**src/rtl/grey_pkg.sv**
```systemverilog
// Shared types and the shift-add luma helper
// for the bit-serial RGB->grey datapath.
package grey_pkg;

    typedef enum logic [2:0] {
        IDLE,
        LOAD,
        CALC,
        EMIT,
        DONE
    } state_e;

    localparam int PIX_W = 8;
    localparam int SUM_W = 10;

    // grey ~= (r+g+b)/3 as sum/4 + sum/16 + sum/64 + sum/256.
    // The maximum result is 251, so the top sum bits always drop out.
    function automatic logic [PIX_W-1:0] grey_of(
        input logic [PIX_W-1:0] r,
        input logic [PIX_W-1:0] g,
        input logic [PIX_W-1:0] b
    );
        logic [SUM_W-1:0] s;
        logic [SUM_W-1:0] t;
        s = SUM_W'(r) + SUM_W'(g) + SUM_W'(b);
        t = (s >> 2) + (s >> 4) + (s >> 6) + (s >> 8);
        return t[PIX_W-1:0];
    endfunction

endpackage

```
**src/rtl/grey_luma_calc.sv**
```systemverilog
// Combinational luma and threshold stage:
// r/g/b in, grey and black flag out.
module grey_luma_calc
    import grey_pkg::*;
#(
    parameter int unsigned THRESH = 100
) (
    input  logic [PIX_W-1:0] r_i,
    input  logic [PIX_W-1:0] g_i,
    input  logic [PIX_W-1:0] b_i,
    output logic [PIX_W-1:0] grey_o,
    output logic             black_o
);

    assign grey_o  = grey_of(r_i, g_i, b_i);
    assign black_o = (32'(grey_o) > THRESH);

endmodule

```
**src/rtl/grey_pixel_sequencer.sv**
```systemverilog
// Frame controller: loads serial RGB bits, computes grey,
// emits it MSB first and walks col/row over the frame.
module grey_pixel_sequencer
    import grey_pkg::*;
#(
    parameter int unsigned IMG_W  = 16,
    parameter int unsigned IMG_H  = 16,
    parameter int unsigned THRESH = 100,
    localparam int CW = (IMG_W > 1) ? $clog2(IMG_W) : 1,
    localparam int RW = (IMG_H > 1) ? $clog2(IMG_H) : 1
) (
    input  logic          clk,
    input  logic          rst,
    input  logic          start,
    input  logic          in_valid,
    input  logic          pred,
    input  logic          pgreen,
    input  logic          pblue,
    output logic          in_ready,
    output logic          grey_bit,
    output logic          grey_valid,
    input  logic          out_ready,
    output logic          black,
    output logic          black_valid,
    output logic [CW-1:0] col,
    output logic [RW-1:0] row,
    output logic          busy,
    output logic          frame_done
);

    state_e           state_q;
    logic [2:0]       bitcnt_q;
    logic [PIX_W-1:0] r_q;
    logic [PIX_W-1:0] g_q;
    logic [PIX_W-1:0] b_q;
    logic [PIX_W-1:0] grey_q;
    logic             black_q;
    logic [CW-1:0]    col_q;
    logic [RW-1:0]    row_q;

    logic [PIX_W-1:0] grey_w;
    logic             black_w;

    grey_luma_calc #(
        .THRESH (THRESH)
    ) u_luma (
        .r_i    (r_q),
        .g_i    (g_q),
        .b_i    (b_q),
        .grey_o (grey_w),
        .black_o(black_w)
    );

    logic emit;
    assign emit = (state_q == EMIT);

    assign in_ready    = (state_q == LOAD);
    assign grey_valid  = emit;
    assign black_valid = emit;
    assign grey_bit    = emit & grey_q[3'd7 - bitcnt_q];
    assign black       = black_q;
    assign col         = col_q;
    assign row         = row_q;
    assign busy        = (state_q != IDLE);
    assign frame_done  = (state_q == DONE);

    logic last_col;
    logic last_row;
    assign last_col = (col_q == CW'(IMG_W - 1));
    assign last_row = (row_q == RW'(IMG_H - 1));

    // Pixel sequencing: load bits, latch grey, emit, step col/row.
    always_ff @(posedge clk) begin
        if (rst) begin
            state_q  <= IDLE;
            bitcnt_q <= '0;
            r_q      <= '0;
            g_q      <= '0;
            b_q      <= '0;
            grey_q   <= '0;
            black_q  <= 1'b0;
            col_q    <= '0;
            row_q    <= '0;
        end else begin
            unique case (state_q)
                IDLE: begin
                    bitcnt_q <= '0;
                    if (start) begin
                        state_q <= LOAD;
                    end
                end
                LOAD: begin
                    if (in_valid) begin
                        r_q[bitcnt_q] <= pred;
                        g_q[bitcnt_q] <= pgreen;
                        b_q[bitcnt_q] <= pblue;
                        bitcnt_q      <= bitcnt_q + 3'd1;
                        if (bitcnt_q == 3'd7) begin
                            state_q <= CALC;
                        end
                    end
                end
                CALC: begin
                    grey_q  <= grey_w;
                    black_q <= black_w;
                    state_q <= EMIT;
                end
                EMIT: begin
                    if (out_ready) begin
                        bitcnt_q <= bitcnt_q + 3'd1;
                        if (bitcnt_q == 3'd7) begin
                            black_q <= 1'b0;
                            if (last_col) begin
                                col_q <= '0;
                                if (last_row) begin
                                    row_q   <= '0;
                                    state_q <= DONE;
                                end else begin
                                    row_q   <= row_q + RW'(1);
                                    state_q <= LOAD;
                                end
                            end else begin
                                col_q   <= col_q + CW'(1);
                                state_q <= LOAD;
                            end
                        end
                    end
                end
                DONE: begin
                    state_q <= IDLE;
                end
                default: begin
                    state_q <= IDLE;
                end
            endcase
        end
    end

endmodule

```
**config.mk**
```make
export PLATFORM = sky130hd
export DESIGN_NAME = grey_pixel_sequencer
export DESIGN_NICKNAME = d
export VERILOG_FILES = /design/src/rtl/grey_pkg.sv /design/src/rtl/grey_luma_calc.sv /design/src/rtl/grey_pixel_sequencer.sv
export SDC_FILE = /design/constraint.sdc
export NUM_CORES = 1
export LEC_CHECK = 0
export CORE_ASPECT_RATIO = 0.6
export CORE_MARGIN = 2
export CORE_UTILIZATION = 55
export DETAILED_ROUTE_END_ITERATION = 8
export GPL_TIMING_DRIVEN = 0
export PLACE_DENSITY = 0.75
export SLEW_MARGIN = 20
export SYNTH_ARGS = -nofsm -noshare
export SYNTH_HDL_FRONTEND = slang
export SYNTH_SLANG_ARGS = --single-unit
```
**constraint.sdc**
```tcl
create_clock -name clk -period 9.53 [get_ports clk]
set_clock_uncertainty 0.15 [all_clocks]
set_input_delay 2.3825 -clock clk [delete_from_list [all_inputs] [get_ports clk]]
set_output_delay 2.3825 -clock clk [all_outputs]
set_load 0.05 [all_outputs]
```
==> results.yml, run 1 <==
placed_design:
  place.gp.congestion: 0.8327
  portBuffers: 19
  pre_cts_ws_ns: 3.533
  dp_hpwl_um: 5362
pwr:
  leakagePower_nw: 1.542
  vdd.ir_drop.worst_uv: 60.31
  power.density_mw_per_mm2: 102.9
synthesis:
  avgSynthCellArea_um2: 8.677
  synth_ff_type: "dfxtp_1"
  synth_edf_count: 0
  synth.distinct_cells: 58
  yosysSeqAreaShare_pct: 29.39
  syn_inst: 369
  synthArstFlopShare_pct: 0
  synthesis.nets: 416
  yosysWarnings: 0
  syn-cell-area_mm2: 0.003202
  ys_ff_latch: 47
sta:
  fmax_ghz: 0.1657
  min_period_ns: 6.036
  rsz0062_at_grt: "false"
  drv_slew: 0
  slew_headroom_pct: 61.69
  worst_slack_ns: 3.494
  period_share_pct: 63.34
  hold_violations: 0
  setup_tns_ns: 0
  worstMarginPinSlew_ns: 0.5747
  setup_viol: 0
cells_and_area:
  diodes: 0
  drive_above_1_share_pct: 6.818
  area_growth_pct: 12.66
  fin_nets: 442
clock_network:
  cts_hold_buf: 0
  numCtsBuffers: 5
  cts_max_path_buffers: 2
  cts_resized: 0
  clk_pin_slew_worst_paths_ns: 0.10
  cts_tree: "built"
  clkSinkCount: 47
  htreeDepth: 2
  clk-insertion-delay-late_ns: 0.32
  cts_setup_buffers: 0
  clockRootBuffer: "clkbuf_8"
route:
  first_pass_iters: 4
  first_iter_violations: 133
  ant_nets: 0
  via_count: 2644
  wl_per_cell_um: 14.31
  viasPerCell: 5.555
  route.detailed.drc: 0
  routed_wl_um: 6812
worst_hold_path:
  hp-start: "grey_q[0]"
  holdCritPathClass: "reg -> reg"
  holdPathEnd: "grey_q[0]"
  hold_path_depth: 2
worst_setup_path:
  max_stage_delay_ns: 0.52
  start_kind: "flip-flop"
  critPathBufInv: 2
  cpMaxStageDelayCell: "fa_1"
  cp_max_fo: 4
  r2r_cells: 26
  crit_path_end_kind: "flip-flop"
  path_delay_family: "adder cells"
  worst_ep_arrival_time_ns: 6.10
  path_class: "reg -> reg"
  r2r-start: "r_q[1]"
  required_ns: 9.59
  r2r_setup_slack_ns: 3.49
  r2r_end: "grey_q[7]"
flow_run:
  cap_violations: 0
floorplanning:
  fp-row-count: 21
  dieHeight_um: 63.10
  core_area_mm2: 0.005597
  dieArea_mm2: 0.006468
  die_w_um: 102.5
  start_util_pct: 57.21
  io_pins: 23
global_route:
  grt_max_degree: 17
  first_global_vias: 2527
  overflow: 0
  antenna_found_initial: 0
  grt_pass1_wl_um: 11660
  grtUsageTotal_pct: 22.91
outcome:
  status: "completed"
-- stage by stage --
| stage | power (mW) | utilization (%) | instance area [µm²] | instances | hold slack [ns] |
|---|---|---|---|---|---|
| final | 0.3713 | 64.45 | 3607 | 476 | 0.3114 |
| after global routing | 0.3839 | 64.45 | 3607 | 476 | 0.3376 |
| after CTS | 0.3728 | 64.45 | 3607 | 476 | 0.3144 |
| after detailed placement | 0.2234 | 62.40 | 3492 | 468 | 0.3005 |
| after global placement | 0.2228 | 62.40 | 3492 | 468 | 0.2952 |
| after floorplan | 0.2158 | - | 3202 | 369 | 0.2860 |
-- area by class of cell --
type                            count  area (µm²)
Multi-Input combinational cell    289        2105
Fill cell                         502        1989
Sequential cell                    47       940.9
Timing Repair Buffer               19       190.2
Tap cell                           80       100.1
Buffer                             16       92.59
Clock buffer                        5       68.82
Inverter                           17       63.81
Clock inverter                      3       46.29
-- where the power goes --
part | switching [mW] | internal [mW] | leakage (nW)
Combinational | 0.0132 | 0.00731 | 1.11
Clock | 0.0732 | 0.0791 | 0.0548
Sequential | 0.00115 | 0.197 | 0.379
Total | 0.0876 | 0.284 | 1.54
-- worst register-to-register path, cell delays in order (launching register included) --
cell     delay, ns
dfxtp_1       0.35
ha_1          0.29
a21o_1        0.18
a21oi_1       0.24
nor2b_1       0.08
o21a_1        0.18
nor2_1        0.12
xnor2_1       0.14
ha_1          0.31
a21oi_1       0.15
nand2_1       0.07
a31oi_2       0.22
nor2b_1       0.08
nor2_1        0.18
xor2_1        0.22
fa_1          0.47
fa_1          0.52
inv_1         0.04
ha_1          0.22
inv_1         0.07
fa_1          0.26
nor2b_4       0.06
o31a_1        0.27
or3_4         0.40
nand3_2       0.09
or4b_1        0.43
o211a_1       0.14
-- cell usage after synthesis, types with 4 or more instances --
cell       n  area (µm²)
nor2_1    54       202.7
dfxtp_1   47       940.9
ha_1      33       412.9
nand2_1   28       105.1
a21oi_1   25       125.1
mux2i_1   25       250.2
inv_1     17       63.81
xnor2_1   15       131.4
clkbuf_1  11       41.29
nand3_1   10       50.05
o21ai_0    8       40.04
xor2_1     8       70.07
nor2b_1    7       43.79
fa_1       6       120.1
nand3b_1   6       45.04
or3_1      5       31.28
nor3b_1    4       30.03
-- state kept, by name, summed over array words and instances, names as in the netlist --
name      cells
g_q           8
col           4
black         1
state_q       3
grey_q        8
row           4
b_q           8
bitcnt_q      3
r_q           8
-- cell usage in the layout, fill, tap and decap left out, types with 7 or more instances in the layout --
master and instances:
nor2_1 54, dfxtp_1 47, ha_1 33, nand2_1 28, a21oi_1 25, mux2i_1 25, clkdlybuf4s50_1 19, inv_1 17
xnor2_1 15, clkbuf_1 11, nand3_1 10, xor2_1 8, o21ai_0 8, nor2b_1 7, clkbuf_8 7
-- routing by layer --
layer | global-route usage (%) | wire length (µm)
met1 | 33.89 | 3534
met2 | 32.60 | 2838
met3 | 5.660 | 349
met4 | 7.167 | 89
met5 | 0 | 0
-- worst max-delay path by stage --
stage                 from   endpoint  slack (ns)  cells after the start
floorplan           r_q[1]  grey_q[7]        3.95                     26
global placement    r_q[1]  grey_q[7]        3.63                     26
detailed placement  r_q[1]  grey_q[7]        3.53                     26
CTS                 r_q[1]  grey_q[7]        3.49                     26
global route        g_q[1]  grey_q[7]        3.18                     26
finish              r_q[1]  grey_q[7]        3.49                     26
-- logic make-up (layout without fill, tap and decap cells) --
kind of cell,count (synthesis),count (layout),share of synthesized area (%)
flops,47,47,29.39
compound gates,61,61,12.19
mux,26,26,8.167
buf+inv,33,60,4.885
xor+xnor,23,23,6.292
fa+ha+maj,39,39,16.65
simple gates,140,140,22.43
(Power assumes the default switching activity.)
==> inputs of run 2 (changes only) <==
==> constraint.sdc (replaced) <==
create_clock -name clk -period 5.85 [get_ports clk]
set_clock_uncertainty 0.15 [all_clocks]
set_input_delay 1.4625 -clock clk [delete_from_list [all_inputs] [get_ports clk]]
set_output_delay 1.4625 -clock clk [all_outputs]
set_load 0.05 [all_outputs]
==> results.yml, run 2 (synthesis gave the netlist of run 1 again) <==
outcome:
  status: "completed"
floorplanning:
  start_util_pct: 57.21
  core_area_mm2: 0.005597
  dieArea_mm2: 0.006468
  io_pins: 23
  die_w_um: 102.5
  dieHeight_um: 63.10
  fp-row-count: 21
cells_and_area:
  mostFrequentLayoutCell: "nor2_1"
  final.fill_count: 485
  final_core_util_pct: 67.63
  area_growth_pct: 18.21
  drive_above_1_share_pct: 14.74
  postLayoutCellArea_mm2: 0.003785
  diodes: 0
  mostFrequentLayoutCells: "52 x nor2_1, 43 x dfxtp_1, 28 x ha_1"
  fin_nets: 453
worst_setup_path:
  path_class: "reg -> reg"
  max_stage_delay_ns: 0.47
  cp_max_fo: 4
  cpMaxStageDelayCell: "fa_1"
  crit_path_end_kind: "flip-flop"
  critPathBufInv: 4
  start_kind: "flip-flop"
  worst_ep_arrival_time_ns: 5.77
  required_ns: 5.91
  cp_common_cell: "buf_4"
  path_delay_family: "adder cells"
placed_design:
  pre_cts_ws_ns: -0.1470
  dp_hpwl_um: 5362
  postPlaceCellArea_mm2: 0.003492
  place.gp.congestion: 0.8327
  portBuffers: 19
sta:
  hold_violations: 0
  slew_headroom_pct: 62.36
  drv_slew: 0
  worstMarginPinSlew_ns: 0.5646
  fmax_ghz: 0.1751
  period_share_pct: 97.65
  fin_hold_ws_ns: 0.3113
  setup_viol: 0
  worst_slack_ns: 0.1377
  min_period_ns: 5.712
pwr:
  vdd.ir_drop.worst_uv: 97.82
  power.total_mw: 0.6042
  power.density_mw_per_mm2: 159.6
  p_clk_share_pct: 40.8
  leakagePower_nw: 1.589
  netSwitchingFraction_pct: 23.39
  p_sw_mw: 0.1413
  internal_power_mw: 0.4629
  seq_power_share_pct: 53.6
  power_frac_comb_pct: 5.6
global_route:
  antenna_found_initial: 0
  grt_max_degree: 17
  grtUsageTotal_pct: 23.28
  first_global_vias: 2568
  overflow: 0
  grt_pass1_wl_um: 11850
clock_network:
  numCtsBuffers: 5
  clk_pin_slew_worst_paths_ns: 0.10
  cts_max_path_buffers: 2
  clkSinkCount: 47
  cts_tree: "built"
  cts_hold_buf: 0
  htreeDepth: 2
  clockRootBuffer: "clkbuf_8"
  clk-insertion-delay-late_ns: 0.31
route:
  viasPerCell: 5.526
  via_count: 2691
  route.detailed.drc: 0
  first_iter_violations: 84
  ant_nets: 0
  wl_per_cell_um: 14.75
  routed_wl_um: 7182
  first_pass_iters: 4
worst_hold_path:
  holdCritPathClass: "reg -> reg"
flow_run:
  cap_violations: 0
run 2: cell count changes in the layout (fill, tap and decap cells not counted), sizes merged:
cell,delta
buf,+11
run 2: timing repair:
action | 4_1_cts | 5_1_grt
buffers inserted | 4 | 7
resized for setup | 3 | 21
pin swaps | 4 | 18
endpoints found under the setup margin | 2 | 2
run 2: area by class of cell:
cell class / count / area, µm² / area share (%)
multi-input cells: 289 / 2195 / 57.98
flip-flops and latches: 47 / 945.9 / 24.99
repair buffers: 30 / 272.8 / 7.207
well taps: 80 / 100.1 / 2.645
plain buffers: 16 / 92.59 / 2.446
clock buffers: 5 / 68.82 / 1.818
inverters: 17 / 63.81 / 1.686
clock inverters: 3 / 46.29 / 1.223
run 2: worst min-delay path: cells and delay by family, from the launching register on:
family          cells  cell delay (ns)
compound gates      1             0.05
flops               1             0.32
simple gates        1             0.05
run 2: power groups by stage:
stage | Combinational (mW) | Clock (mW) | Sequential (mW)
2_1_floorplan | 0.0212 | 0 | 0.330
3_3_place_gp | 0.0322 | 0 | 0.331
3_5_place_dp | 0.0331 | 0 | 0.331
4_1_cts | 0.0333 | 0.251 | 0.323
5_1_grt | 0.0371 | 0.265 | 0.324
6_report | 0.0341 | 0.246 | 0.324
run 2: metal layers:
metal  global-route usage (%)  vias up  part of all wire, %
met4                    7.167        0                  1.2
met3                    5.660       10                  4.7
met1                    34.31     1266                   50
met2                    33.42       62                   44
li1                         -     1353                    -
met5                        0        -                    0
run 2: through the flow:
stage	instances	setup TNS, ns
finish	487	0
global placement	468	-0.05023
CTS	480	0
floorplan	369	0
detailed placement	468	-0.1470
global route	487	-0.05786
run 2: final timing paths:
path	start	endpoint	slack, ns	cells past startpoint
worst min register to register	grey_q[0]	grey_q[0]	0.31	2
worst max-delay path	g_q[0]	grey_q[7]	0.14	26
worst max register to register	g_q[0]	grey_q[7]	0.14	26
worst min-delay path	grey_q[0]	grey_q[0]	0.31	2
